[config.mk]
export PLATFORM = sky130hd
export DESIGN_NAME = uart_tx_scheduler_flat
export DESIGN_NICKNAME = d
export VERILOG_FILES = /design/src/rtl/uart_pkg.sv /design/src/rtl/uart_tx_scheduler_if.sv /design/src/rtl/uart_rr_arbiter.sv /design/src/rtl/uart_tx_scheduler.sv /design/src/flat_wrapper.sv
export SDC_FILE = /design/constraint.sdc
export NUM_CORES = 1
export LEC_CHECK = 0
export ABC_AREA = 1
export CAP_MARGIN = 5
export CORE_ASPECT_RATIO = 0.9
export CORE_UTILIZATION = 35
export DETAILED_ROUTE_END_ITERATION = 8
export PLACE_DENSITY_LB_ADDON = 0.05
export SLEW_MARGIN = 5
export SYNTH_ARGS = -nofsm -noshare
export SYNTH_HDL_FRONTEND = slang
export SYNTH_SLANG_ARGS = --single-unit
[constraint.sdc]
create_clock -name clk -period 3.8 [get_ports clk]
set_input_delay 0.57 -clock clk [delete_from_list [all_inputs] [get_ports clk]]
set_output_delay 0.57 -clock clk [all_outputs]
set_load 0.1 [all_outputs]
[src/rtl/uart_pkg.sv]
// Shared types and defaults for the UART transmit scheduler.
package uart_pkg;

  typedef enum logic [1:0] {
    ARB,
    WAIT_ACK,
    WAIT_DONE
  } sched_state_t;

  localparam int unsigned UART_DATA_W      = 8;
  localparam int unsigned UART_ACK_TIMEOUT = 512;

  // Round-robin successor of idx in 0..n-1.
  function automatic int unsigned rr_next(input int unsigned idx, input int unsigned n);
    return (idx + 1 == n) ? 0 : idx + 1;
  endfunction

endpackage

[src/rtl/uart_tx_scheduler_if.sv]
// Requester byte streams plus transmitter handshake shared by the scheduler and its environment.
interface uart_tx_scheduler_if #(
  parameter int unsigned N_REQ  = 4,
  parameter int unsigned DATA_W = 8
) ();

  logic [N_REQ-1:0]        req_valid;
  logic [N_REQ*DATA_W-1:0] req_data;
  logic [N_REQ-1:0]        req_last;
  logic [N_REQ-1:0]        req_ready;
  logic                    tx_start;
  logic [DATA_W-1:0]       tx_data;
  logic                    tx_busy;

  // Environment side: producers and the transmitter.
  modport master (
    output req_valid, req_data, req_last, tx_busy,
    input  req_ready, tx_start, tx_data
  );

  // Scheduler side.
  modport slave (
    input  req_valid, req_data, req_last, tx_busy,
    output req_ready, tx_start, tx_data
  );

endinterface

[src/rtl/uart_rr_arbiter.sv]
// Combinational rotate-priority encoder: first asserted request at or after rr_ptr, modulo N_REQ.
module uart_rr_arbiter #(
  parameter int unsigned N_REQ = 4,
  localparam int unsigned IDX_W = $clog2(N_REQ)
) (
  input  logic [N_REQ-1:0] req,
  input  logic [IDX_W-1:0] rr_ptr,
  output logic [IDX_W-1:0] grant,
  output logic             any_req
);

  logic [IDX_W-1:0] idx;

  // Scan from the farthest offset down so the nearest one to rr_ptr wins.
  always_comb begin
    grant   = '0;
    idx     = '0;
    any_req = |req;
    for (int i = N_REQ - 1; i >= 0; i--) begin
      idx = IDX_W'((32'(rr_ptr) + 32'(i)) % N_REQ);
      if (req[idx]) grant = idx;
    end
  end

endmodule

[src/rtl/uart_tx_scheduler.sv]
// Round-robin sharing of one UART transmitter between N_REQ byte producers.
// Define UART_TX_SCHED_LOCK_EN to keep a grant until the producer's last byte of a frame.
module uart_tx_scheduler
  import uart_pkg::*;
#(
  parameter int unsigned N_REQ       = 4,
  parameter int unsigned DATA_W      = UART_DATA_W,
  parameter int unsigned ACK_TIMEOUT = UART_ACK_TIMEOUT,
  localparam int unsigned IDX_W      = $clog2(N_REQ),
  localparam int unsigned TIMER_W    = $clog2(ACK_TIMEOUT)
) (
  input  logic                 clk,
  input  logic                 reset,
  uart_tx_scheduler_if.slave   bus,
  output logic [IDX_W-1:0]     grant_id,
  output logic                 sched_busy,
  output logic                 err_timeout
);

  sched_state_t       state_q, state_d;
  logic [IDX_W-1:0]   rr_ptr_q, rr_ptr_d;
  logic [IDX_W-1:0]   grant_q, grant_d;
  logic [DATA_W-1:0]  data_q, data_d;
  logic [N_REQ-1:0]   ready_q, ready_d;
  logic               start_q, start_d;
  logic               err_q, err_d;
  logic [TIMER_W-1:0] timer_q, timer_d;

  logic [N_REQ-1:0]   arb_req;
  logic [IDX_W-1:0]   arb_ptr;
  logic [IDX_W-1:0]   arb_grant;
  logic               arb_any;
  logic [DATA_W-1:0]  sel_data;

`ifdef UART_TX_SCHED_LOCK_EN
  logic               lock_q, lock_d;
`else
  logic               unused_last;
  assign unused_last = ^bus.req_last;
`endif

  // While a frame is locked only the owner (held in grant_q) may win.
  always_comb begin
    arb_req = bus.req_valid;
    arb_ptr = rr_ptr_q;
`ifdef UART_TX_SCHED_LOCK_EN
    if (lock_q) begin
      arb_req = bus.req_valid & (N_REQ'(1) << grant_q);
      arb_ptr = grant_q;
    end
`endif
  end

  uart_rr_arbiter #(
    .N_REQ (N_REQ)
  ) u_arbiter (
    .req     (arb_req),
    .rr_ptr  (arb_ptr),
    .grant   (arb_grant),
    .any_req (arb_any)
  );

  always_comb begin
    sel_data = '0;
    for (int i = 0; i < N_REQ; i++) begin
      if (arb_grant == IDX_W'(i)) sel_data = bus.req_data[i*DATA_W +: DATA_W];
    end
  end

  always_comb begin
    state_d  = state_q;
    rr_ptr_d = rr_ptr_q;
    grant_d  = grant_q;
    data_d   = data_q;
    timer_d  = timer_q;
    ready_d  = '0;
    start_d  = 1'b0;
    err_d    = 1'b0;
`ifdef UART_TX_SCHED_LOCK_EN
    lock_d   = lock_q;
`endif
    unique case (state_q)
      ARB: begin
        if (arb_any) begin
          grant_d            = arb_grant;
          data_d             = sel_data;
          ready_d[arb_grant] = 1'b1;
          start_d            = 1'b1;
          timer_d            = '0;
          state_d            = WAIT_ACK;
`ifdef UART_TX_SCHED_LOCK_EN
          if (bus.req_last[arb_grant]) begin
            rr_ptr_d = IDX_W'(rr_next(32'(arb_grant), N_REQ));
            lock_d   = 1'b0;
          end else begin
            lock_d   = 1'b1;
          end
`else
          rr_ptr_d = IDX_W'(rr_next(32'(arb_grant), N_REQ));
`endif
        end
      end
      WAIT_ACK: begin
        timer_d = timer_q + 1'b1;
        if (bus.tx_busy) begin
          state_d = WAIT_DONE;
        end else if (timer_q == TIMER_W'(ACK_TIMEOUT - 1)) begin
          // Byte is dropped; the producer already saw req_ready.
          err_d   = 1'b1;
          state_d = ARB;
`ifdef UART_TX_SCHED_LOCK_EN
          lock_d  = 1'b0;
`endif
        end
      end
      WAIT_DONE: begin
        if (!bus.tx_busy) state_d = ARB;
      end
      default: state_d = ARB;
    endcase
  end

  always_ff @(posedge clk) begin
    if (reset) begin
      state_q  <= ARB;
      rr_ptr_q <= '0;
      grant_q  <= '0;
      data_q   <= '0;
      ready_q  <= '0;
      start_q  <= 1'b0;
      err_q    <= 1'b0;
      timer_q  <= '0;
`ifdef UART_TX_SCHED_LOCK_EN
      lock_q   <= 1'b0;
`endif
    end else begin
      state_q  <= state_d;
      rr_ptr_q <= rr_ptr_d;
      grant_q  <= grant_d;
      data_q   <= data_d;
      ready_q  <= ready_d;
      start_q  <= start_d;
      err_q    <= err_d;
      timer_q  <= timer_d;
`ifdef UART_TX_SCHED_LOCK_EN
      lock_q   <= lock_d;
`endif
    end
  end

  assign bus.req_ready = ready_q;
  assign bus.tx_start  = start_q;
  assign bus.tx_data   = data_q;
  assign grant_id      = grant_q;
  assign sched_busy    = (state_q != ARB);
  assign err_timeout   = err_q;

endmodule

[src/flat_wrapper.sv]
// flat-port wrapper written by rule: the top's interface ports become plain ports
module uart_tx_scheduler_flat import uart_pkg::*;
#(
  parameter int unsigned N_REQ       = 4,
  parameter int unsigned DATA_W      = UART_DATA_W,
  parameter int unsigned ACK_TIMEOUT = UART_ACK_TIMEOUT,
  localparam int unsigned IDX_W      = $clog2(N_REQ),
  localparam int unsigned TIMER_W    = $clog2(ACK_TIMEOUT)
)
  (clk, reset, grant_id, sched_busy, err_timeout, bus_req_valid, bus_req_data, bus_req_last, bus_tx_busy, bus_req_ready, bus_tx_start, bus_tx_data);
  uart_tx_scheduler_if #(.N_REQ(N_REQ), .DATA_W(DATA_W)) bus_i ();
  input  logic clk;
  input  logic reset;
  output logic [IDX_W-1:0] grant_id;
  output logic sched_busy;
  output logic err_timeout;
  input wire logic [$bits(bus_i.req_valid)-1:0] bus_req_valid;
  input wire logic [$bits(bus_i.req_data)-1:0] bus_req_data;
  input wire logic [$bits(bus_i.req_last)-1:0] bus_req_last;
  input wire logic [$bits(bus_i.tx_busy)-1:0] bus_tx_busy;
  output wire logic [$bits(bus_i.req_ready)-1:0] bus_req_ready;
  output wire logic [$bits(bus_i.tx_start)-1:0] bus_tx_start;
  output wire logic [$bits(bus_i.tx_data)-1:0] bus_tx_data;
  assign bus_i.req_valid = bus_req_valid;
  assign bus_i.req_data = bus_req_data;
  assign bus_i.req_last = bus_req_last;
  assign bus_i.tx_busy = bus_tx_busy;
  assign bus_req_ready = bus_i.req_ready;
  assign bus_tx_start = bus_i.tx_start;
  assign bus_tx_data = bus_i.tx_data;
  uart_tx_scheduler #(.N_REQ(N_REQ), .DATA_W(DATA_W), .ACK_TIMEOUT(ACK_TIMEOUT)) u_core (.clk(clk), .reset(reset), .bus(bus_i), .grant_id(grant_id), .sched_busy(sched_busy), .err_timeout(err_timeout));
endmodule
==> results.md, run 1 <==
* Outcome: complete, no violations
* Worst Hold Launch: u_core.timer_q[8]$_SDFFE_PP0P_
* Post-Place Cell Area at 2170 µm²
* Lkg Pwr at 0.942 nW
* Met3 routed WL at 293 µm
* #FFs+latches synth at 29
* Mux share of post-synthesis cell area at 0%
* Setup Skew at 0.00630 ns
* PortBufs at 55
* Remaining DRCs at 0
* Reg2reg setup slack at 1.22 ns
* Largest family of logic cells by synthesized area: simple AND/OR/NAND/NOR gates
* CP top delay family: buffers and inverters
* Mean Syn Cell Area at 6.95 µm²
* WL met1 at 2040 µm
* Worst-margin pin slew at 0.996 ns
* Clk buf depth at 2
* Vias post-DR at 1,611
* Tmin final at 2.69 ns
* Drt first pass iters at 4
* Setup Buffers After CTS at 0
* RePlAce Congestion at 0.827
* Die ar. at 4820 µm²
* TritonCTS clock tree: built
* Clock Sinks at 29
* Post-route clock period utilization at 70.9%
* Area share of and/or/nand/nor cells after synthesis at 26.3%
* Largest net degree at the start of global routing at 17
* Final wirelength at 3990 µm
* First-pass GRT wire length at 6600 µm
* Xor-xnor portion of the synthesized cell area at 0%
* Most frequent cell on the critical path: nand2_1
* Endpoints failing setup at 0
* Max capacitance violation total at 0
* Most common cell after layout, fill and taps aside: clkdlybuf4s50_1
* Reg2reg path depth at 14
* Grt ovf at 0
* Critical Path Max Stage Delay at 0.45 ns
* Most frequent cells in the layout: 55 x clkdlybuf4s50_1, 52 x nand2_1, 34 x a21oi_1, 29 x dfxtp_1, 24 x inv_1
* Critical path launch point type: input pin
* # IOs at 60
* Hold path endpoint: u_core.timer_q[8]$_SDFFE_PP0P_
* Die H at 66.0 µm
* Num CTS Buffers at 5
* Final hold vios at 0
* Syn nets at 278
* WHS Path Cells at 2
* Crit path DAT at 2.85 ns
* Clk slew on worst S/H paths at 0.07 ns
* CP Max Fanout at 9
* Post-synthesis compound-gate area fraction at 22.5%
* Crit Path Category: in2reg
* FMAX at 371 MHz
* Max IR drop VDD at 358 µV
* CP endpoint kind: flip-flop
* Row Count at 22
* Final instance area at 2260 µm²
* FF-to-FF End: u_core.bus.tx_data[0]$_SDFFE_PP0P_
* All-layer global routing usage at 18.1%
* Slew Viols, Final at 0
* Post-Synthesis Cells at 229
* Cell Chain, Critical Path: clkdlybuf4s50_1 -> inv_1 -> o21ai_2 -> nand2_4 -> nand3_1 -> nand2_1 -> nand2_1 -> nand2_1 -> inv_1 -> ha_1 -> clkinv_1 -> o211ai_1 -> a21oi_1
* Layout cell share with drive strength beyond 1 at 10.2%
* Sequential-to-total area share from yosys stat at 36.5%
* Post-detail-place hpwl at 2930 µm
* Initial antenna violation count at 0
* Worst EP required at 3.96 ns
* Hold Slack at 0.468 ns
* Top sig layer: met4
* RSZ-0062 raised after global routing: false
* Synthesized area at 1590 µm²
* Die X at 73.1 µm
* Setup TNS Final at 0 ns
* CTS root buffer: clkbuf_8
* Crit Reg-Reg Startpoint: u_core.arb_ptr[0]$_SDFFE_PP0P_
* Total core area at 4210 µm²
* WP buf/inv at 4
* PwrDens at 928 nW/µm²
* Vias in the first global route at 1,455
* Worst path slowest cell: clkdlybuf4s50_1
* Cts hold-fix bufs at 0
* Vias/cell at 4.68
* Hold Path Class: reg2reg
* Post-Synth Adder-Cell Area at 4.72%
* Initial Util at 37.8%
* Rel. slew slack at 33.4%
* First-iteration detailed-routing DRC count at 99
* Ys Warns at 0
* Unique masters post-synth at 27
* Worst-skew pair later-pin latency at 0.28 ns
* Total power at 2.10 mW
* H-tree depth at 2
* Number of diodes at 0
* CTS resizes at 0
* DRT antenna net count at 0
* Fillers at 433
* Final #Nets at 332
* Area growth syn-to-layout at 41.9%
* Routed length on met2 at 1610 µm
* Avg WL per Cell at 11.6 µm
where the power goes:
group	internal, mW	leakage [nW]	total (mW)	switching (mW)
logic	0.414	0.660	1.42	1.00
clock network	0.126	0.0439	0.247	0.121
registers	0.381	0.238	0.433	0.0520
worst reg2reg max path, cell delays in order, from the launching register on:
cell      delay, ns
dfxtp_1        0.56
inv_1          0.15
nand2_1        0.11
nand3_1        0.08
nand2_1        0.10
inv_1          0.04
nand2_1        0.05
nand2_1        0.06
nand2_2        0.07
nand2_1        0.10
inv_1          0.09
ha_1           0.35
clkinv_1       0.32
o211ai_1       0.29
a21oi_1        0.10
cells in the mapped netlist:
master,instances,area (µm²)
inv_2,3,11.3
nor2_2,2,12.5
nand4_1,2,12.5
clkbuf_1,3,11.3
a21oi_1,34,170
a211oi_1,2,15.0
inv_1,24,90.1
clkinv_1,2,7.51
nand2_2,8,50.1
buf_2,3,15.0
nor4_1,2,12.5
buf_4,1,7.51
buf_6,1,11.3
a21oi_2,2,17.5
inv_4,1,6.26
o21ai_1,4,20.0
nand3_1,10,50.1
nand3_2,1,10.0
nand2_4,2,22.5
o211ai_1,8,60.1
nand2_1,52,195
o21ai_2,2,17.5
nor2_1,14,52.6
o21bai_1,1,7.51
ha_1,6,75.1
o21ai_0,10,50.1
dfxtp_1,29,581
layer usage:
metal,vias up,GRT usage [%]
met5,-,0
met2,48,28.1
li1,859,-
met4,0,5.88
met3,7,5.64
met1,697,23.8
registers in the layout, indices dropped and copies added (netlist names):
register              flops
u_core.bus.tx_start       1
u_core.bus.tx_data        8
u_core.bus.req_ready      4
u_core.timer_q            9
u_core.arb_ptr            2
u_core.err_timeout        1
u_core.grant_id           2
u_core.state_q            2
cells by family (layout without fill, tap and decap cells):
| logic type | Yosys count | after routing |
|---|---|---|
| AOI/OAI and AO/OA | 63 | 63 |
| adders and majority gates | 6 | 6 |
| buffers and inverters | 38 | 93 |
| DFF | 29 | 29 |
| and+or+nand+nor | 93 | 93 |
area by class of cell:
class	instances	area [µm²]	area share (%)
sequential	29	581	25.7
multi-input combinational	162	851	37.7
inverter	30	115	5.10
clock buffer	5	68.8	3.05
clock inverter	3	17.5	0.776
tap	60	75.1	3.32
timing repair buffer	55	551	24.4
through the flow:
step / setup WS (ns) / instances / utilization (%)
global route: 0.854 / 344 / 53.6
finish: 1.11 / 344 / 53.6
floorplan: 1.67 / 229 / -
detailed placement: 0.806 / 336 / 51.6
global placement: 0.811 / 336 / 51.6
CTS: 1.10 / 344 / 53.6
worst max path at each step:
stage / startpoint / end / slack (ns) / depth (start not counted)
floorplan: bus_req_valid[3] / u_core.bus.tx_data[6]$_SDFFE_PP0P_ / 1.67 / 13
global placement: bus_req_valid[3] / u_core.bus.tx_data[0]$_SDFFE_PP0P_ / 0.81 / 13
detailed placement: bus_req_valid[3] / u_core.bus.tx_data[0]$_SDFFE_PP0P_ / 0.81 / 13
CTS: bus_req_valid[3] / u_core.bus.tx_data[0]$_SDFFE_PP0P_ / 1.10 / 13
global route: bus_req_valid[2] / u_core.bus.tx_data[1]$_SDFFE_PP0P_ / 0.85 / 15
finish: bus_req_valid[3] / u_core.bus.tx_data[0]$_SDFFE_PP0P_ / 1.11 / 13
No activity file was read; power rests on OpenSTA's default activity.
==> run 2: changes to the inputs <==
clock period = 2.6 ns   (was 3.8 ns; I/O delays follow)
==> results.md, run 2 (synthesized netlist as in run 1, its figures left out) <==
* Post-route clock period utilization at 85.7%
* Layout cell share with drive strength beyond 1 at 17.6% (+7.4 points)
* Row Count at 22 (unchanged)
* Clk slew on worst S/H paths at 0.06 ns (about the same)
* DRT antenna net count at 0 (unchanged)
* Most common cell after layout, fill and taps aside: nand2_1
* Final wirelength at 3990 µm (about the same)
* CP Max Fanout at 9 (unchanged)
* Setup TNS Final at 0 ns (unchanged)
* Most frequent cells in the layout: 52 x nand2_1, 38 x clkdlybuf4s50_1, 34 x a21oi_1, 29 x dfxtp_1, 24 x inv_1
* Worst-skew pair later-pin latency at 0.28 ns (about the same)
* WP buf/inv at 3 (-1)
* # IOs at 60 (unchanged)
* Most frequent cell on the critical path: nand2_1
* Hold Slack at 0.465 ns (-0.00302 ns)
* Hold path endpoint: u_core.timer_q[7]$_SDFFE_PP0P_
* Max capacitance violation total at 0 (unchanged)
* H-tree depth at 2 (unchanged)
* Slew Viols, Final at 0 (unchanged)
* TritonCTS clock tree: built
* Max reg flops at 9 (unchanged)
* Die X at 73.1 µm (unchanged)
* Worst EP required at 2.77 ns (-1.19 ns)
* Largest net degree at the start of global routing at 17 (unchanged)
* Reg2reg setup slack at 0.37 ns (-0.85 ns)
* Num CTS Buffers at 5 (unchanged)
* Max IR drop VDD at 595 µV (+66%)
* FF-to-FF End: u_core.bus.tx_data[4]$_SDFFE_PP0P_
* Post-detail-place hpwl at 2900 µm (-1.1%)
* Setup Buffers After CTS at 0 (unchanged)
* Rel. slew slack at 71.8% (+38 points)
* Vias/cell at 4.64 (-0.86%)
* RSZ-0062 raised after global routing: false
* First-iteration detailed-routing DRC count at 77 (-22%)
* Initial Util at 37.8% (unchanged)
* Total core area at 4210 µm² (unchanged)
* Number of diodes at 0 (unchanged)
* Remaining DRCs at 0 (unchanged)
* PortBufs at 55 (unchanged)
* Critical path launch point type: flip-flop
* Worst Hold Launch: u_core.timer_q[7]$_SDFFE_PP0P_
* Final #Nets at 338 (+1.8%)
* CTS root buffer: clkbuf_8
* Lkg Pwr at 1.00 nW (+6.3%)
* Setup Skew at 0.00543 ns (-0.000866 ns)
* Cts hold-fix bufs at 0 (unchanged)
* Crit Path Category: reg2reg
* Outcome: complete, no violations
* Endpoints failing setup at 0 (unchanged)
* Drt first pass iters at 4 (unchanged)
* All-layer global routing usage at 18.7% (+0.50 points)
* Vias post-DR at 1,625 (+0.87%)
* Clk buf depth at 2 (unchanged)
* Crit path DAT at 2.39 ns (-0.46 ns)
* Grt ovf at 0 (unchanged)
* FMAX at 449 MHz
* Vias in the first global route at 1,537 (+5.6%)
* Initial antenna violation count at 0 (unchanged)
* WHS Path Cells at 2 (unchanged)
* CTS resizes at 0 (unchanged)
* RePlAce Congestion at 0.810 (-2.1%)
* Die H at 66.0 µm (unchanged)
* CP endpoint kind: flip-flop
* PwrDens at 1380 nW/µm² (+49%)
* Worst path slowest cell: dfxtp_1
* Tmin final at 2.23 ns
* Crit Reg-Reg Startpoint: u_core.arb_ptr[0]$_SDFFE_PP0P_
* Avg WL per Cell at 11.4 µm (-1.7%)
* Hold Path Class: reg2reg
* CP top delay family: simple AND/OR/NAND/NOR gates
* Area growth syn-to-layout at 41.8% (about the same)
* Final hold vios at 0 (unchanged)
* Reg2reg path depth at 13 (-1)
* Reg with most FFs: u_core.timer_q
* Critical Path Max Stage Delay at 0.48 ns (+0.03 ns)
* Clock Sinks at 29 (unchanged)
* Die ar. at 4820 µm² (unchanged)
* First-pass GRT wire length at 6760 µm (+2.4%)
* Cell Chain, Critical Path: buf_4 -> nand2_2 -> nand2_4 -> nand2_2 -> nand3_1 -> nand2_1 -> nand2_1 -> nand2_1 -> inv_1 -> ha_1 -> clkinv_1 -> o211ai_1 -> a21oi_1
* Worst-margin pin slew at 0.422 ns (-0.574 ns)
-- run 2: cell count changes in the layout (fill, tap and decap cells not counted) --
| cell | delta |
|---|---|
| buf_4 | +23 |
| clkbuf_1 | +1 |
| clkdlybuf4s50_1 | -17 |
| clkinvlp_4 | -1 |
-- run 2: per-stage QoR --
| stage | util [%] | worst slack, ns | std cells | instance area (µm²) | total power [mW] |
|---|---|---|---|---|---|
| 3_5_place_dp | 51.6 | 0.0581 | 342 | 2170 | 2.79 |
| 6_report | 53.6 | 0.373 | 350 | 2260 | 3.12 |
| 5_1_grt | 53.6 | 0.0960 | 350 | 2260 | 3.37 |
| 3_3_place_gp | 51.6 | 0.0682 | 342 | 2170 | 2.78 |
| 2_1_floorplan | - | 0.632 | 229 | 1590 | 2.28 |
| 4_1_cts | 53.6 | 0.336 | 350 | 2260 | 3.16 |
-- run 2: power breakdown --
group	switching (mW)	internal, mW	leakage [nW]	total (mW)
Sequential	0.0699	0.557	0.238	0.627
Clock	0.170	0.185	0.0450	0.355
Combinational	1.49	0.647	0.719	2.14
Total	1.73	1.39	1.00	3.12
-- run 2: final cells by class --
cell class,count,area (µm²)
Clock buffer,6,72.6
Sequential cell,29,581
Clock inverter,2,10.0
Timing Repair Buffer,61,553
Multi-Input combinational cell,162,851
Inverter,30,115
Fill cell,428,1950
Tap cell,60,75.1
-- run 2: tightest hold or removal path: cells and delay by family, from the launching register on --
kind	cells	cell delay [ns]
and+or+nand+nor	1	0.06
DFF	1	0.31
AOI/OAI and AO/OA	1	0.05
-- run 2: worst max path at each step --
stage / startpoint / to / slack, ns / cells past startpoint
after global placement: bus_req_valid[3] / u_core.bus.tx_data[1]$_SDFFE_PP0P_ / 0.07 / 13
after global routing: u_core.arb_ptr[0]$_SDFFE_PP0P_ / u_core.bus.tx_data[1]$_SDFFE_PP0P_ / 0.1 / 13
after CTS: u_core.arb_ptr[0]$_SDFFE_PP0P_ / u_core.bus.tx_data[4]$_SDFFE_PP0P_ / 0.34 / 13
final: u_core.arb_ptr[0]$_SDFFE_PP0P_ / u_core.bus.tx_data[4]$_SDFFE_PP0P_ / 0.37 / 13
after detailed placement: bus_req_valid[3] / u_core.bus.tx_data[4]$_SDFFE_PP0P_ / 0.06 / 13
after floorplan: u_core.arb_ptr[0]$_SDFFE_PP0P_ / u_core.bus.tx_data[6]$_SDFFE_PP0P_ / 0.63 / 13
-- run 2: metal layers --
| layer | vias to the layer above | share of wire, % | routed length [µm] | GRT usage [%] |
|---|---|---|---|---|
| met4 | 0 | 0.98 | 39 | 5.88 |
| li1 | 876 | - | - | - |
| met3 | 5 | 8.3 | 333 | 6.86 |
| met2 | 56 | 43 | 1720 | 30.3 |
| met1 | 688 | 48 | 1900 | 22.7 |
| met5 | - | 0 | 0 | 0 |
